File: src/rtl/multicycle_ctrl_if.sv
// Control-unit <-> datapath/memory bundle for the multicycle ARM core.
//   master : the control unit (consumes instruction fields, flags and
//            mem_ready; drives every enable, mux select and status pulse)
//   slave  : the datapath/memory side
// Instr carries instruction bits [31:12]:
//   Cond=[19:16] Op=[15:14] Funct=[13:8] Rd=[3:0]
interface multicycle_ctrl_if;
  logic [19:0] Instr;
  logic [3:0]  ALUFlags;
  logic        mem_ready;
  logic        mem_req;
  logic        PCWrite, IRWrite, RegWrite, MemWrite, AdrSrc, ALUSrcA;
  logic [1:0]  RegSrc, ImmSrc, ALUSrcB, ResultSrc, ALUControl;
  logic [3:0]  state;
  logic        instr_done;
  logic        illegal;

  modport master (
    input  Instr, ALUFlags, mem_ready,
    output mem_req, PCWrite, IRWrite, RegWrite, MemWrite, AdrSrc, ALUSrcA,
           RegSrc, ImmSrc, ALUSrcB, ResultSrc, ALUControl,
           state, instr_done, illegal
  );

  modport slave (
    output Instr, ALUFlags, mem_ready,
    input  mem_req, PCWrite, IRWrite, RegWrite, MemWrite, AdrSrc, ALUSrcA,
           RegSrc, ImmSrc, ALUSrcB, ResultSrc, ALUControl,
           state, instr_done, illegal
  );
endinterface

File: src/rtl/multicycle_ctrl.sv
// Moore control FSM for a shared-memory multicycle ARM datapath.
// Sequences each instruction through 3-5 states, holds the NZCV flags,
// evaluates the condition field and drives all datapath enables/muxes.
// Ports:
//   clk   - rising-edge clock
//   reset - synchronous, active-low
//   bus   - multicycle_ctrl_if.master (instruction fields, ALU flags,
//           memory handshake, control outputs, debug state, pulses)
// Parameters:
//   HANDSHAKE - 1: memory states wait on mem_ready; 0: mem_ready ignored
//   FLAG_RST  - NZCV value after reset
module multicycle_ctrl #(
  parameter int         HANDSHAKE = 1,
  parameter logic [3:0] FLAG_RST  = 4'b0000
) (
  input  logic               clk,
  input  logic               reset,
  multicycle_ctrl_if.master  bus
);

  typedef enum logic [3:0] {
    FETCH    = 4'd0, DECODE   = 4'd1, MEMADR   = 4'd2, MEMREAD = 4'd3,
    MEMWB    = 4'd4, MEMWRITE = 4'd5, EXECUTER = 4'd6, EXECUTEI = 4'd7,
    ALUWB    = 4'd8, BRANCH   = 4'd9
  } state_t;

  state_t     st, st_nxt;
  logic [3:0] nzcv;

  logic [3:0] cond, rd, cmd;
  logic [1:0] op;
  logic [5:0] funct;
  assign cond  = bus.Instr[19:16];
  assign op    = bus.Instr[15:14];
  assign funct = bus.Instr[13:8];
  assign rd    = bus.Instr[3:0];
  assign cmd   = funct[4:1];

  // Rn is decoded by the datapath, not here
  logic unused_rn;
  assign unused_rn = &{1'b0, bus.Instr[7:4]};

  logic rdy;
  assign rdy = (HANDSHAKE != 0) ? bus.mem_ready : 1'b1;

  // Supported data-processing commands and their ALU encodings
  logic       cmd_ok, cmd_arith;
  logic [1:0] alu_dec;
  always_comb begin
    cmd_ok    = 1'b1;
    cmd_arith = 1'b0;
    alu_dec   = 2'b00;
    case (cmd)
      4'b0100: begin alu_dec = 2'b00; cmd_arith = 1'b1; end
      4'b0010: begin alu_dec = 2'b01; cmd_arith = 1'b1; end
      4'b0000: alu_dec = 2'b10;
      4'b1100: alu_dec = 2'b11;
      default: cmd_ok = 1'b0;
    endcase
  end

  logic n, z, c, v, cond_ex;
  assign {n, z, c, v} = nzcv;
  always_comb begin
    case (cond)
      4'h0:    cond_ex = z;
      4'h1:    cond_ex = ~z;
      4'h2:    cond_ex = c;
      4'h3:    cond_ex = ~c;
      4'h4:    cond_ex = n;
      4'h5:    cond_ex = ~n;
      4'h6:    cond_ex = v;
      4'h7:    cond_ex = ~v;
      4'h8:    cond_ex = c & ~z;
      4'h9:    cond_ex = ~c | z;
      4'hA:    cond_ex = (n == v);
      4'hB:    cond_ex = (n != v);
      4'hC:    cond_ex = ~z & (n == v);
      4'hD:    cond_ex = z | (n != v);
      default: cond_ex = 1'b1;  // AL, and 4'hF treated as AL
    endcase
  end

  logic dec_illegal;
  assign dec_illegal = (op == 2'b11) || ((op == 2'b00) && !cmd_ok);

  always_ff @(posedge clk) begin
    if (!reset) begin
      st   <= FETCH;
      nzcv <= FLAG_RST;
    end else begin
      st <= st_nxt;
      // C,V only come from the adder; logic ops leave them alone
      if ((st == EXECUTER || st == EXECUTEI) && funct[0] && cond_ex) begin
        nzcv[3:2] <= bus.ALUFlags[3:2];
        if (cmd_arith) nzcv[1:0] <= bus.ALUFlags[1:0];
      end
    end
  end

  always_comb begin
    st_nxt         = FETCH;
    bus.PCWrite    = 1'b0;
    bus.IRWrite    = 1'b0;
    bus.RegWrite   = 1'b0;
    bus.MemWrite   = 1'b0;
    bus.AdrSrc     = 1'b0;
    bus.ALUSrcA    = 1'b0;
    bus.ALUSrcB    = 2'b00;
    bus.ResultSrc  = 2'b00;
    bus.ALUControl = 2'b00;
    bus.mem_req    = 1'b0;
    bus.instr_done = 1'b0;
    bus.illegal    = 1'b0;
    case (st)
      FETCH: begin
        bus.ALUSrcA   = 1'b1;
        bus.ALUSrcB   = 2'b10;
        bus.ResultSrc = 2'b10;
        bus.mem_req   = 1'b1;
        bus.IRWrite   = rdy;
        bus.PCWrite   = rdy;
        st_nxt        = rdy ? DECODE : FETCH;
      end
      DECODE: begin
        bus.ALUSrcA   = 1'b1;
        bus.ALUSrcB   = 2'b10;
        bus.ResultSrc = 2'b10;
        bus.illegal   = dec_illegal;
        if (dec_illegal)       st_nxt = FETCH;
        else if (op == 2'b00)  st_nxt = funct[5] ? EXECUTEI : EXECUTER;
        else if (op == 2'b01)  st_nxt = MEMADR;
        else                   st_nxt = BRANCH;
      end
      MEMADR: begin
        bus.ALUSrcB = 2'b01;
        st_nxt      = funct[0] ? MEMREAD : MEMWRITE;
      end
      MEMREAD: begin
        bus.AdrSrc  = 1'b1;
        bus.mem_req = 1'b1;
        st_nxt      = rdy ? MEMWB : MEMREAD;
      end
      MEMWRITE: begin
        bus.AdrSrc     = 1'b1;
        bus.mem_req    = 1'b1;
        bus.MemWrite   = cond_ex;
        bus.instr_done = rdy;
        st_nxt         = rdy ? FETCH : MEMWRITE;
      end
      EXECUTER, EXECUTEI: begin
        bus.ALUSrcB    = (st == EXECUTEI) ? 2'b01 : 2'b00;
        bus.ALUControl = alu_dec;
        st_nxt         = ALUWB;
      end
      MEMWB, ALUWB: begin
        bus.ResultSrc  = (st == MEMWB) ? 2'b01 : 2'b00;
        bus.instr_done = 1'b1;
        // Writes to R15 redirect the PC instead of the register file
        if (rd == 4'hF) bus.PCWrite  = cond_ex;
        else            bus.RegWrite = cond_ex;
      end
      BRANCH: begin
        bus.ALUSrcB    = 2'b01;
        bus.ResultSrc  = 2'b10;
        bus.PCWrite    = cond_ex;
        bus.instr_done = 1'b1;
      end
      default: st_nxt = FETCH;
    endcase
    // Reset abandons whatever is in flight, including a pending store
    if (!reset) begin
      bus.PCWrite    = 1'b0;
      bus.IRWrite    = 1'b0;
      bus.RegWrite   = 1'b0;
      bus.MemWrite   = 1'b0;
      bus.mem_req    = 1'b0;
      bus.instr_done = 1'b0;
      bus.illegal    = 1'b0;
    end
  end

  assign bus.RegSrc = {op == 2'b01, op == 2'b10};
  assign bus.ImmSrc = op;
  assign bus.state  = st;

endmodule

File: src/flat_wrapper.sv
// flat-port wrapper written by rule: the top's interface ports become plain ports
module multicycle_ctrl_flat 
#(
  parameter int         HANDSHAKE = 1,
  parameter logic [3:0] FLAG_RST  = 4'b0000
)
  (clk, reset, bus_Instr, bus_ALUFlags, bus_mem_ready, bus_mem_req, bus_PCWrite, bus_IRWrite, bus_RegWrite, bus_MemWrite, bus_AdrSrc, bus_ALUSrcA, bus_RegSrc, bus_ImmSrc, bus_ALUSrcB, bus_ResultSrc, bus_ALUControl, bus_state, bus_instr_done, bus_illegal);
  multicycle_ctrl_if bus_i ();
  input  logic clk;
  input  logic reset;
  input wire logic [$bits(bus_i.Instr)-1:0] bus_Instr;
  input wire logic [$bits(bus_i.ALUFlags)-1:0] bus_ALUFlags;
  input wire logic [$bits(bus_i.mem_ready)-1:0] bus_mem_ready;
  output wire logic [$bits(bus_i.mem_req)-1:0] bus_mem_req;
  output wire logic [$bits(bus_i.PCWrite)-1:0] bus_PCWrite;
  output wire logic [$bits(bus_i.IRWrite)-1:0] bus_IRWrite;
  output wire logic [$bits(bus_i.RegWrite)-1:0] bus_RegWrite;
  output wire logic [$bits(bus_i.MemWrite)-1:0] bus_MemWrite;
  output wire logic [$bits(bus_i.AdrSrc)-1:0] bus_AdrSrc;
  output wire logic [$bits(bus_i.ALUSrcA)-1:0] bus_ALUSrcA;
  output wire logic [$bits(bus_i.RegSrc)-1:0] bus_RegSrc;
  output wire logic [$bits(bus_i.ImmSrc)-1:0] bus_ImmSrc;
  output wire logic [$bits(bus_i.ALUSrcB)-1:0] bus_ALUSrcB;
  output wire logic [$bits(bus_i.ResultSrc)-1:0] bus_ResultSrc;
  output wire logic [$bits(bus_i.ALUControl)-1:0] bus_ALUControl;
  output wire logic [$bits(bus_i.state)-1:0] bus_state;
  output wire logic [$bits(bus_i.instr_done)-1:0] bus_instr_done;
  output wire logic [$bits(bus_i.illegal)-1:0] bus_illegal;
  assign bus_i.Instr = bus_Instr;
  assign bus_i.ALUFlags = bus_ALUFlags;
  assign bus_i.mem_ready = bus_mem_ready;
  assign bus_mem_req = bus_i.mem_req;
  assign bus_PCWrite = bus_i.PCWrite;
  assign bus_IRWrite = bus_i.IRWrite;
  assign bus_RegWrite = bus_i.RegWrite;
  assign bus_MemWrite = bus_i.MemWrite;
  assign bus_AdrSrc = bus_i.AdrSrc;
  assign bus_ALUSrcA = bus_i.ALUSrcA;
  assign bus_RegSrc = bus_i.RegSrc;
  assign bus_ImmSrc = bus_i.ImmSrc;
  assign bus_ALUSrcB = bus_i.ALUSrcB;
  assign bus_ResultSrc = bus_i.ResultSrc;
  assign bus_ALUControl = bus_i.ALUControl;
  assign bus_state = bus_i.state;
  assign bus_instr_done = bus_i.instr_done;
  assign bus_illegal = bus_i.illegal;
  multicycle_ctrl #(.HANDSHAKE(HANDSHAKE), .FLAG_RST(FLAG_RST)) u_core (.clk(clk), .reset(reset), .bus(bus_i));
endmodule
File: config.mk
export PLATFORM = sky130hd
export DESIGN_NAME = multicycle_ctrl_flat
export DESIGN_NICKNAME = d
export VERILOG_FILES = /design/src/rtl/multicycle_ctrl_if.sv /design/src/rtl/multicycle_ctrl.sv /design/src/flat_wrapper.sv
export SDC_FILE = /design/constraint.sdc
export NUM_CORES = 1
export LEC_CHECK = 0
export BUFFER_PORTS_ARGS = -buffer_cell sky130_fd_sc_hd__buf_2
export CORE_UTILIZATION = 35
export CTS_CLUSTER_SIZE = 16
export DETAILED_ROUTE_END_ITERATION = 12
export PLACE_DENSITY = 0.68
export SYNTH_ARGS = -nofsm -noshare
export SYNTH_HDL_FRONTEND = slang
export SYNTH_SLANG_ARGS = --single-unit
export TNS_END_PERCENT = 10
File: constraint.sdc
create_clock -name clk -period 2.4 [get_ports clk]
set_input_delay 0.36 -clock clk [delete_from_list [all_inputs] [get_ports clk]]
set_output_delay 0.36 -clock clk [all_outputs]
set_load 0.005 [all_outputs]
; ---- Yosys cells after proc, flatten, opt, wreduce, memory -nomap -nowiden
; Cells that the tools add are included.
[op_classes]
n_addsub = 0
n_mul = 0
div_mod_pow = 0
order_cmp = 0
n_eq_ne = 31
n_shift = 0
mux = 36
bitwise = 8
n_reduce_logical = 21
[ops]
columns = operator, count
row1 = 4-bit == test (second input constant), 10
row2 = 4-bit by 3-bit == test with 1-bit output (second input constant), 9
row3 = 4-bit case mux with 6 select lines, 1
row4 = 1-bit two-way mux, 22
row5 = 4-bit by 2-bit == test with 1-bit output (second input constant), 5
row6 = 1-bit case mux with 14 select lines, 1
row7 = 4-bit zero test, 3
row8 = 4-bit two-way mux, 3
row9 = 2-bit case mux with 3 select lines, 2
row10 = 2-bit OR reduction, 6
row11 = 3-bit two-way mux, 3
row12 = 3-bit OR reduction, 3
row13 = 4-bit by 1-bit == test with 1-bit output (second input constant), 2
row14 = 2-bit == test (second input constant), 2
row15 = 1-bit NOT, 4
row16 = 2-bit case mux with 2 select lines, 1
row17 = 4-bit OR reduction, 1
row18 = 1-bit logical AND, 3
row19 = 1-bit case mux with 3 select lines, 1
row20 = 1-bit bitwise AND, 2
row21 = 2-bit by 1-bit == test with 1-bit output (second input constant), 1
row22 = 2-bit zero test, 1
row23 = 1-bit logical OR, 2
row24 = 2-bit two-way mux, 1
row25 = other kinds (6), 7
[totals]
register_bits = 8
latchBits = 0
mem_bits_rw = 0
romBits = 0
inputBits = 27
output_inout_bits = 23
elab_cells = 99
mem_count = 0

; ---- Longest topological paths before layout
; Gate-level depths: netlist of run 1.
[logic_depth]
ltp_word = 8
depth_mapped = 6
depth_no_buf = 5

; ---- Least setup slack after synthesis of run 1
; No wires, ideal clock.
[synth_timing]
kind = in2out
startpoint = input bus_Instr[16]
endpoint = output bus_MemWrite
t_arrival_ns = 1.719
required_ns = 2.040
setup_slack_ns = 0.321
path_stages = 6
cell_sequence = buf_2 > or4b_1 > a31oi_1 > o21ai_1 > a31oi_1 > nor3b_1
[synth_between]
elab_chain_len = 4
word_cells_on_any_way = 17
classes_between = eq/ne: 13 / mux: 3 / reduce/logical: 1
[synth_rtl]
columns = item, line
row1 = "start, declared", flat_wrapper.sv:11  ; input wire logic [$bits(bus_i.Instr)-1:0] bus_Instr;
row2 = 4-bit == test (tied with other cells), multicycle_ctrl.sv:65  ; case (cond)
row3 = 1-bit case mux with 14 select lines *, multicycle_ctrl.sv:65
row4 = 1-bit two-way mux *, multicycle_ctrl.sv:115  ; case (st)
row5 = 1-bit two-way mux *, multicycle_ctrl.sv:172  ; if (!reset) begin
row6 = "end, declared", flat_wrapper.sv:18  ; output wire logic [$bits(bus_i.MemWrite)-1:0] bus_MemWrite;
; Every way passes the cells marked *; elsewhere a longest branch is shown, timed or not.

; ---- Worst setup path after layout of run 1
[layout_timing]
startpoint = register u_core.nzcv[2]
endpoint = output bus_RegWrite
[layout_between]
elab_chain_len = 6
word_cells_on_any_way = 9
classes_between = mux: 4 / bitwise: 5
[layout_rtl]
columns = item, line
row1 = "start, declared", multicycle_ctrl.sv:28  ; logic [3:0] nzcv;
row2 = "start signal, assigned", multicycle_ctrl.sv:95  ; nzcv[3:2] <= bus.ALUFlags[3:2];
row3 = 1-bit NOT, "multicycle_ctrl.sv:67, multicycle_ctrl.sv:74, multicycle_ctrl.sv:78"
row4 = 1-bit bitwise AND (on tied branches), "multicycle_ctrl.sv:78, multicycle_ctrl.sv:74"
row5 = 1-bit case mux with 14 select lines *, multicycle_ctrl.sv:65
row6 = 1-bit two-way mux *, multicycle_ctrl.sv:160  ; if (rd == 4'hF) bus.PCWrite = cond_ex;
row7 = 1-bit two-way mux *, multicycle_ctrl.sv:115
row8 = 1-bit two-way mux *, multicycle_ctrl.sv:172
row9 = "end, declared", flat_wrapper.sv:17  ; output wire logic [$bits(bus_i.RegWrite)-1:0] bus_RegWrite;
; Marks and branches as above.

==> flow_summary.yaml, run 1 <==
global_routing:
  antenna_found_initial: 0
  track_usage_pct: 21.1
  grt_max_degree: 18
  grt_pass1_vias: 1066
  global_route.overflow_total: 0
  grt_pass1_wl_mm: 4.49
sta:
  fmax_mhz: 429
  worstMarginPinSlew_ps: 403
  final-setup-viol-count: 0
  fin_crit_sh_pct: 97.2
  layout_min_cycle_time_ps: 2330
  finalClockSkew_ps: 5.16
  hold_viol_final: 0
  finalMaxSlewViolations: 0
  setup_ws_ps: 66.7
  max_slew_margin_pct: 72.4
  finalSetupTns_ps: 0
  rsz0062_at_grt: "no"
cts:
  htreeDepth: 1
  cts_inserted_buffers: 3
  cts.sinks: 8
  holdBufCountCts: 0
  clkLatencyLatePin_ps: 250
  root_buffer: "clkbuf_4"
  clk_pin_slew_ps: 40
  cts_buffer_depth: 2
  cts_tree: "yes"
pwr:
  p_clk_share_pct: 25.1
  intPower_mw: 0.254
  p_leak_nw: 0.533
  p_seq_share_pct: 37.7
  vdd_drop_max_mv: 0.280
  sw_frac_of_total_pct: 32.8
  fin_total_pwr_mw: 0.378
  power_density_nw_per_um2: 310
  p_switching_mw: 0.124
  combPwrFrac_pct: 37.2
layout:
  syn_to_final_growth_pct: 30.3
  finalNetCount: 201
  final_common_cell: "buf_2"
  diodes: 0
  final_cell_mix: "buf_2 (45), nand2_1 (16), nor2_1 (10)"
  drive_gt1_share_pct: 36.0
  stdcell_area_sq_um: 1220
placement:
  numPortBuffers: 45
  hpwl_mm: 2.19
  place_congestion: 0.905
  pre_cts_slack_ps: 45.5
  place_area_sq_um: 1160
synth:
  synthSimpleGateAreaFrac_pct: 35.2
  ys.flop_type: "dfxtp_1"
  async_reset_ff_share_pct: 0
  synthAdderAreaFrac_pct: 0
  synth_nets: 160
  seq_area_frac_synth_pct: 17.1
  synthCells: 133
  ys_ff_latch: 8
  ys_types: 45
  synth_xor_xnor_area_share_pct: 4.68
  ys_warn_count: 0
  syn_avg_cell_area_sq_um: 7.04
  synth_top_family_by_area: "simple AND/OR/NAND/NOR gates"
  synth-edff-count: 0
  synth.area.mux_share_pct: 6.42
  netlist_area_sq_um: 936
  synth_compound_area_share_pct: 25.7
die:
  ioPinCount: 50
  start_util_pct: 37.4
  core_sq_um: 2500
  num_rows: 18
  dieArea_sq_um: 2880
  fp.dieW_um: 53.7
  die-height_um: 53.7
detailed_routing:
  avgRoutedWirePerCell_um: 13.8
  dr.pass1.iters: 4
  via_count: 1148
  antenna_left: 0
  wirelength_mm: 2.80
  remaining_drc_errors: 0
  avgViaCountPerCell: 5.68
  drtIter0Drc: 20
critical_path:
  worstPathMaxFanout: 4
  cp-start-kind: "register"
  crit_arrival_ps: 1970
  end_kind: "output port"
  required_ps: 2040
  worstSetupPathType: "reg2out"
min_path:
  hp-class: "in2reg"
run:
  cap_violations: 0
status:
  status: "complete, no violations"
## worst max-delay path, cell delays in order, from the launching register on
cell	delay, ps
dfxtp_1	340
or4b_1	540
o211a_1	290
a31oi_4	230
o2111a_1	220
buf_2	110
## layout make-up
class	instances	area, sq um
flip-flops and latches	8	163
inverters	8	32.5
fillers	269	1280
clock buffers	3	22.5
well taps	30	37.5
multi-input cells	104	709
repair buffers	49	255
## worst paths after layout
kind                       start              to  slack [ps]  cells past startpoint
max               u_core.nzcv[2]    bus_RegWrite          70                      5
min              bus_ALUFlags[0]  u_core.nzcv[0]         360                      3
max reg2reg  u_core.bus.state[3]  u_core.nzcv[1]         480                      5
min reg2reg       u_core.nzcv[0]  u_core.nzcv[0]         510                      2
## cells by family after synthesis
kind of cell	count (synthesis)
muxes	6
and+or+nand+nor	60
DFF	8
xor gates and xnor gates	5
AOI/OAI and AO/OA	33
buffers and inverters	21
## power groups by stage
stage | Sequential (mW) | Clock [mW] | Combinational [mW]
after floorplan | 0.141 | 0 | 0.0851
after global placement | 0.144 | 0 | 0.128
after detailed placement | 0.145 | 0 | 0.134
after CTS | 0.142 | 0.0996 | 0.138
after global routing | 0.143 | 0.112 | 0.155
final | 0.143 | 0.0947 | 0.141
## what timing repair did
action,CTS,global route
resized for setup,6,3
setup buffers,0,0
pin swaps,2,1
hold endpoints to repair,0,0
setup endpoints to repair,3,3
## synth_stat cells (2+ instances only)
| cell type | n | area (sq um) |
|---|---|---|
| a2111oi_0 | 2 | 17.5 |
| a211oi_1 | 3 | 22.5 |
| a21boi_0 | 2 | 15.0 |
| a21oi_1 | 5 | 25.0 |
| a221oi_1 | 2 | 17.5 |
| a31oi_1 | 4 | 25.0 |
| buf_2 | 2 | 10.0 |
| buf_4 | 3 | 22.5 |
| clkbuf_1 | 7 | 26.3 |
| dfxtp_1 | 8 | 160 |
| inv_1 | 7 | 26.3 |
| mux2i_1 | 6 | 60.1 |
| nand2_1 | 16 | 60.1 |
| nand2b_1 | 4 | 25.0 |
| nand3b_1 | 2 | 15.0 |
| nor2_1 | 10 | 37.5 |
| nor2b_1 | 3 | 18.8 |
| nor3_1 | 8 | 40.0 |
| nor3b_1 | 3 | 22.5 |
| o21ai_0 | 2 | 10.0 |
| o21ai_1 | 3 | 15.0 |
| or3_1 | 4 | 25.0 |
| or4b_1 | 2 | 20.0 |
| xnor2_1 | 3 | 26.3 |
| xor2_1 | 2 | 17.5 |
## routing by layer
layer  vias to the layer above  global-route usage (%)  wire, um
met5                         -                       0         0
met1                       549                    22.7      1160
met3                         2                    5.37       129
met4                         0                    5.26        21
met2                        37                    40.1      1480
li1                        560                       -         -
## metrics by stage
stage,hold slack (ps),utilization [%],instances
finish,359,48.8,202
global route,359,48.8,202
CTS,362,48.1,202
detailed placement,502,46.3,199
global placement,468,46.3,199
floorplan,444,-,133
## registers in the layout, indices dropped and copies added, names as in the netlist
signal,cells
u_core.bus.state,4
u_core.nzcv,4
No activity file was read; power rests on OpenSTA's default activity.
==> run 2: changes to the inputs <==
--- a/config.mk
+++ b/config.mk
@@ -6,10 +6,12 @@
 export NUM_CORES = 1
 export LEC_CHECK = 0
 export BUFFER_PORTS_ARGS = -buffer_cell sky130_fd_sc_hd__buf_2
-export CORE_UTILIZATION = 35
+export CELL_PAD_IN_SITES_DETAIL_PLACEMENT = 1
+export CELL_PAD_IN_SITES_GLOBAL_PLACEMENT = 1
+export CORE_UTILIZATION = 30
 export CTS_CLUSTER_SIZE = 16
 export DETAILED_ROUTE_END_ITERATION = 12
-export PLACE_DENSITY = 0.68
+export PLACE_DENSITY = 0.83
 export SYNTH_ARGS = -nofsm -noshare
 export SYNTH_HDL_FRONTEND = slang
 export SYNTH_SLANG_ARGS = --single-unit
==> constraint.sdc (replaced) <==
create_clock -name clk -period 2.4 [get_ports clk]
set_input_delay 0.36 -clock clk [delete_from_list [all_inputs] [get_ports clk]]
set_output_delay 0.36 -clock clk [all_outputs]
set_load 0.02 [all_outputs]
==> run 2 against run 1 <==
  * The flow now finishes with violations (DRC)
  * Routed wire length grew 10%
  * Critical endpoint is now bus_MemWrite
  * Largest power group is now combinational logic
  * Critical path depth is the same
  * Sequential share of layout area shrank 0.40 points
  * Worst hold slack lost 18 ps
  * Cell area grew 4.7%
  * Combinational power grew 21%
==> flow_summary.yaml, run 2 (synthesized netlist as in run 1, its figures left out) <==
status:
  status: "finished with violations"
  violations: "DRC"
pwr:
  power_density_nw_per_um2: 327
  p_switching_mw: 0.159
  sw_frac_of_total_pct: 38.1
  p_leak_nw: 0.566
  intPower_mw: 0.258
  p_seq_share_pct: 33.8
  combPwrFrac_pct: 41.0
  vdd_drop_max_mv: 0.170
  p_clk_share_pct: 25.2
cts:
  htreeDepth: 1
  root_buffer: "clkbuf_4"
  cts_buffer_depth: 2
  cts_tree: "yes"
  cts_inserted_buffers: 3
  cts.sinks: 8
  clk_pin_slew_ps: 50
  clkLatencyLatePin_ps: 260
die:
  ioPinCount: 50
  core_sq_um: 2850
  fp.dieW_um: 57.9
  dieArea_sq_um: 3350
  die-height_um: 57.9
  start_util_pct: 32.8
  num_rows: 19
sta:
  finalMaxSlewViolations: 0
  max_slew_margin_pct: 75.7
  fin_crit_sh_pct: 98.4
  rsz0062_at_grt: "yes"
  final-setup-viol-count: 0
  layout_min_cycle_time_ps: 2360
  worstMarginPinSlew_ps: 364
  hold-worst-slack_ps: 342
  fmax_mhz: 424
  hold_viol_final: 0
  finalClockSkew_ps: 0.475
  setup_ws_ps: 38.8
placement:
  numPortBuffers: 45
  pre_cts_slack_ps: 57.0
  hpwl_mm: 2.31
  place_congestion: 0.794
critical_path:
  crit_arrival_ps: 2000
  crit_chain: "or4b_4 -> o211a_4 -> a31oi_4 -> nor3b_4 -> buf_6"
  max_stage_delay_ps: 530
  critPathBufInv: 1
  worstPathMaxFanout: 4
  cpMaxStageDelayCell: "or4b_4"
  cp-start-kind: "register"
  cpLargestDelayFamily: "simple AND/OR/NAND/NOR gates"
  worstSetupPathType: "reg2out"
  end_kind: "output port"
  required_ps: 2040
global_routing:
  grt_pass1_wl_mm: 5.13
  global_route.overflow_total: 0
  antenna_found_initial: 0
  grt_max_degree: 18
  grt_pass1_vias: 1158
  track_usage_pct: 19.5
run:
  cap_violations: 0
layout:
  filler_cell_count: 393
  drive_gt1_share_pct: 38.1
  final_cell_mix: "buf_2 (43), nand2_1 (16), nor2_1 (10)"
  diodes: 0
  final_common_cell: "buf_2"
  syn_to_final_growth_pct: 36.5
  finalNetCount: 205
detailed_routing:
  via_count: 1143
  avgRoutedWirePerCell_um: 14.9
  antenna_left: 0
  avgViaCountPerCell: 5.52
  dr.pass1.iters: 8
  drtIter0Drc: 37
  remaining_drc_errors: 2
  wirelength_mm: 3.08
min_path:
  hp-class: "in2reg"
## run 2: metrics by stage
step / cell area [sq um] / std cells / util (%) / TNS (ps) / total power, mW
final: 1280 / 207 / 44.8 / 0 / 0.417
after CTS: 1240 / 207 / 43.5 / -18.1 / 0.411
after detailed placement: 1170 / 201 / 40.9 / 0 / 0.302
after floorplan: 936 / 133 / - / 0 / 0.248
after global placement: 1170 / 201 / 40.9 / 0 / 0.297
after global routing: 1280 / 207 / 44.8 / -43.5 / 0.444
## run 2: area by class of cell
| type | instances | area [sq um] | share of cell area (%) |
|---|---|---|---|
| clock buffers | 3 | 22.5 | 1.76 |
| flip-flops and latches | 8 | 165 | 12.9 |
| repair buffers | 53 | 298 | 23.3 |
| inverters | 8 | 32.5 | 2.55 |
| well taps | 31 | 38.8 | 3.04 |
| multi-input cells | 104 | 721 | 56.4 |
## run 2: what timing repair did
item	in CTS	in global routing
endpoints found under the setup margin	3	3
endpoints found under the hold margin	0	0
buffers inserted	3	0
hold buffers	0	0
pin swaps	6	1
resized for setup	9	7
## run 2: power by group through the flow
stage	Sequential, mW	Combinational, mW	Clock (mW)
after floorplan	0.145	0.103	0
after global placement	0.144	0.153	0
after detailed placement	0.145	0.158	0
after CTS	0.141	0.163	0.107
after global routing	0.141	0.187	0.117
final	0.141	0.171	0.105
## run 2: final timing paths
check / from / endpoint / slack (ps) / depth (start not counted)
setup / recovery: u_core.nzcv[2] / bus_MemWrite / 40 / 5
hold / removal: bus_ALUFlags[2] / u_core.nzcv[2] / 340 / 3
setup reg to reg: u_core.nzcv[0] / u_core.nzcv[0] / 510 / 6
hold reg to reg: u_core.nzcv[1] / u_core.nzcv[1] / 480 / 2
## run 2: per-layer routing
metal / wire, um / share of wire [%] / track usage (%)
met2: 1550 / 50 / 34.8
met4: 71 / 2.3 / 8.84
met5: 0 / 0 / 0
met3: 158 / 5.1 / 3.79
met1: 1300 / 42 / 22.3
## run 2: worst min-delay path, stage by stage
cell and delay, ps:
buf_2 100, nand2_1 50, mux2i_1 60
==> run 3: changes to the inputs <==
--- a/config.mk
+++ b/config.mk
@@ -11,7 +11,7 @@
 export CORE_UTILIZATION = 30
 export CTS_CLUSTER_SIZE = 16
 export DETAILED_ROUTE_END_ITERATION = 12
-export PLACE_DENSITY = 0.83
+export PLACE_DENSITY_LB_ADDON = 0.1
 export SYNTH_ARGS = -nofsm -noshare
 export SYNTH_HDL_FRONTEND = slang
 export SYNTH_SLANG_ARGS = --single-unit
==> run 3 against run 2 <==
  * Flip-flop and latch count did not move
  * Final cell count grew 0.97%
  * Largest power group unchanged
  * First-iteration DRC count grew 43%
  * Combinational power hardly changed
  * Routed wire length shrank 0.52%
  * Sequential power barely moved
  * Die area unchanged
  * Global-route usage about the same
  * Utilization increased by 0.57 points
  * Cell area increased by 1.3%
  * Count of clock-buffer cells in the layout is the same
  * The flow still finishes with violations (DRC)
==> flow_summary.yaml, run 3 (synthesized netlist as in run 1, its figures left out) <==
cts:
  htreeDepth: 1
  cts.sinks: 8
  cts_inserted_buffers: 3
  cts_buffer_depth: 2
  root_buffer: "clkbuf_4"
  cts_tree: "yes"
  clk_pin_slew_ps: 50
  clkLatencyLatePin_ps: 250
layout:
  filler_cell_count: 406
  multi_input_area_sq_um: 729
  finalNetCount: 207
  diodes: 0
  final_cell_count_no_fill: 209
  finish.utilization_pct: 45.4
  drive_gt1_share_pct: 39.3
  final_common_cell: "buf_2"
  stdcell_area_sq_um: 1290
  seqCellArea_sq_um: 165
  final_cell_mix: "buf_2 (43), nand2_1 (16), buf_4 (12)"
  syn_to_final_growth_pct: 38.2
sta:
  rsz0062_at_grt: "no"
  final-setup-viol-count: 0
  fmax_mhz: 435
  hold_viol_final: 0
  worstMarginPinSlew_ps: 367
  finalSetupTns_ps: 0
  max_slew_margin_pct: 75.5
  hold-worst-slack_ps: 351
  finalClockSkew_ps: 1.61
  fin_crit_sh_pct: 95.7
  setup_ws_ps: 102
  finalMaxSlewViolations: 0
  layout_min_cycle_time_ps: 2300
status:
  violations: "DRC"
  status: "finished with violations"
global_routing:
  global_route.overflow_total: 0
  track_usage_pct: 19.5
  grt_pass1_wl_mm: 5.17
  antenna_found_initial: 0
  grt_pass1_vias: 1144
  grt_max_degree: 18
placement:
  pre_cts_slack_ps: 5.36
  dp_cells: 204
  place_area_sq_um: 1190
  hpwl_mm: 2.37
  place_congestion: 0.793
  numPortBuffers: 45
critical_path:
  end_kind: "output port"
  cp-start-kind: "register"
  max_stage_delay_ps: 520
  crit_arrival_ps: 1940
  cpMaxStageDelayCell: "or4b_4"
  worstPathMaxFanout: 4
  crit_chain: "or4b_4 -> a31oi_4 -> o21ai_2 -> a31oi_4 -> o2111a_1 -> buf_4"
  worstSetupPathType: "reg2out"
  required_ps: 2040
  critPathMostFrequentCell: "a31oi_4"
min_path:
  hp-class: "in2reg"
pwr:
  p_leak_nw: 0.564
  power_density_nw_per_um2: 323
  fin_total_pwr_mw: 0.418
  vdd_drop_max_mv: 0.172
die:
  num_rows: 19
  start_util_pct: 32.8
  dieArea_sq_um: 3350
  core_sq_um: 2850
  fp.dieW_um: 57.9
  ioPinCount: 50
  die-height_um: 57.9
detailed_routing:
  drtIter0Drc: 53
  avgRoutedWirePerCell_um: 14.6
  via_count: 1157
  wirelength_mm: 3.06
  dr.pass1.iters: 8
  avgViaCountPerCell: 5.54
  remaining_drc_errors: 4
  antenna_left: 0
run:
  cap_violations: 0
-- run 3: changes by cell type in the layout (fill, tap and decap cells not counted), sizes merged --
cell | previous run | this run
buf | 53 | 55
-- run 3: timing repair --
action / in CTS / in global routing
endpoints found under the setup margin: 3 / 3
resized for setup: 12 / 3
pin swaps: 5 / 1
hold buffers: 0 / 0
buffers inserted: 2 / 0
-- run 3: where the power goes --
group	switching, mW	total, mW	leakage (nW)	internal (mW)
logic	0.104	0.173	0.484	0.0685
clock network	0.0467	0.104	0.0138	0.0573
registers	0.00569	0.141	0.0661	0.135
-- run 3: critical path, delay by kind of cell, from the launching register on --
family	cells	cell delay, ps
AO/OA/AOI/OAI	4	660
flip-flops	1	360
AND/OR/NAND/NOR	1	520
buffers and inverters	1	140
-- run 3: final cells by class --
cell class | instances | share of cell area (%)
clock buffers | 3 | 1.74
repair buffers | 55 | 23.6
well taps | 31 | 3.00
flip-flops and latches | 8 | 12.8
inverters | 8 | 2.51
multi-input cells | 104 | 56.4
-- run 3: final timing paths --
kind / to / from / slack [ps] / cells after the start
hold / removal: u_core.nzcv[3] / bus_ALUFlags[3] / 350 / 3
setup / recovery: bus_RegWrite / u_core.nzcv[3] / 100 / 6
hold reg to reg: u_core.nzcv[1] / u_core.nzcv[1] / 500 / 2
setup reg to reg: u_core.nzcv[1] / u_core.nzcv[3] / 470 / 6
-- run 3: layer usage --
metal	up-vias	GRT usage (%)	wire length, um
met5	-	0	0
met4	0	3.40	8
met3	2	3.79	142
met2	30	32.8	1420
met1	553	26.3	1490
li1	572	-	-
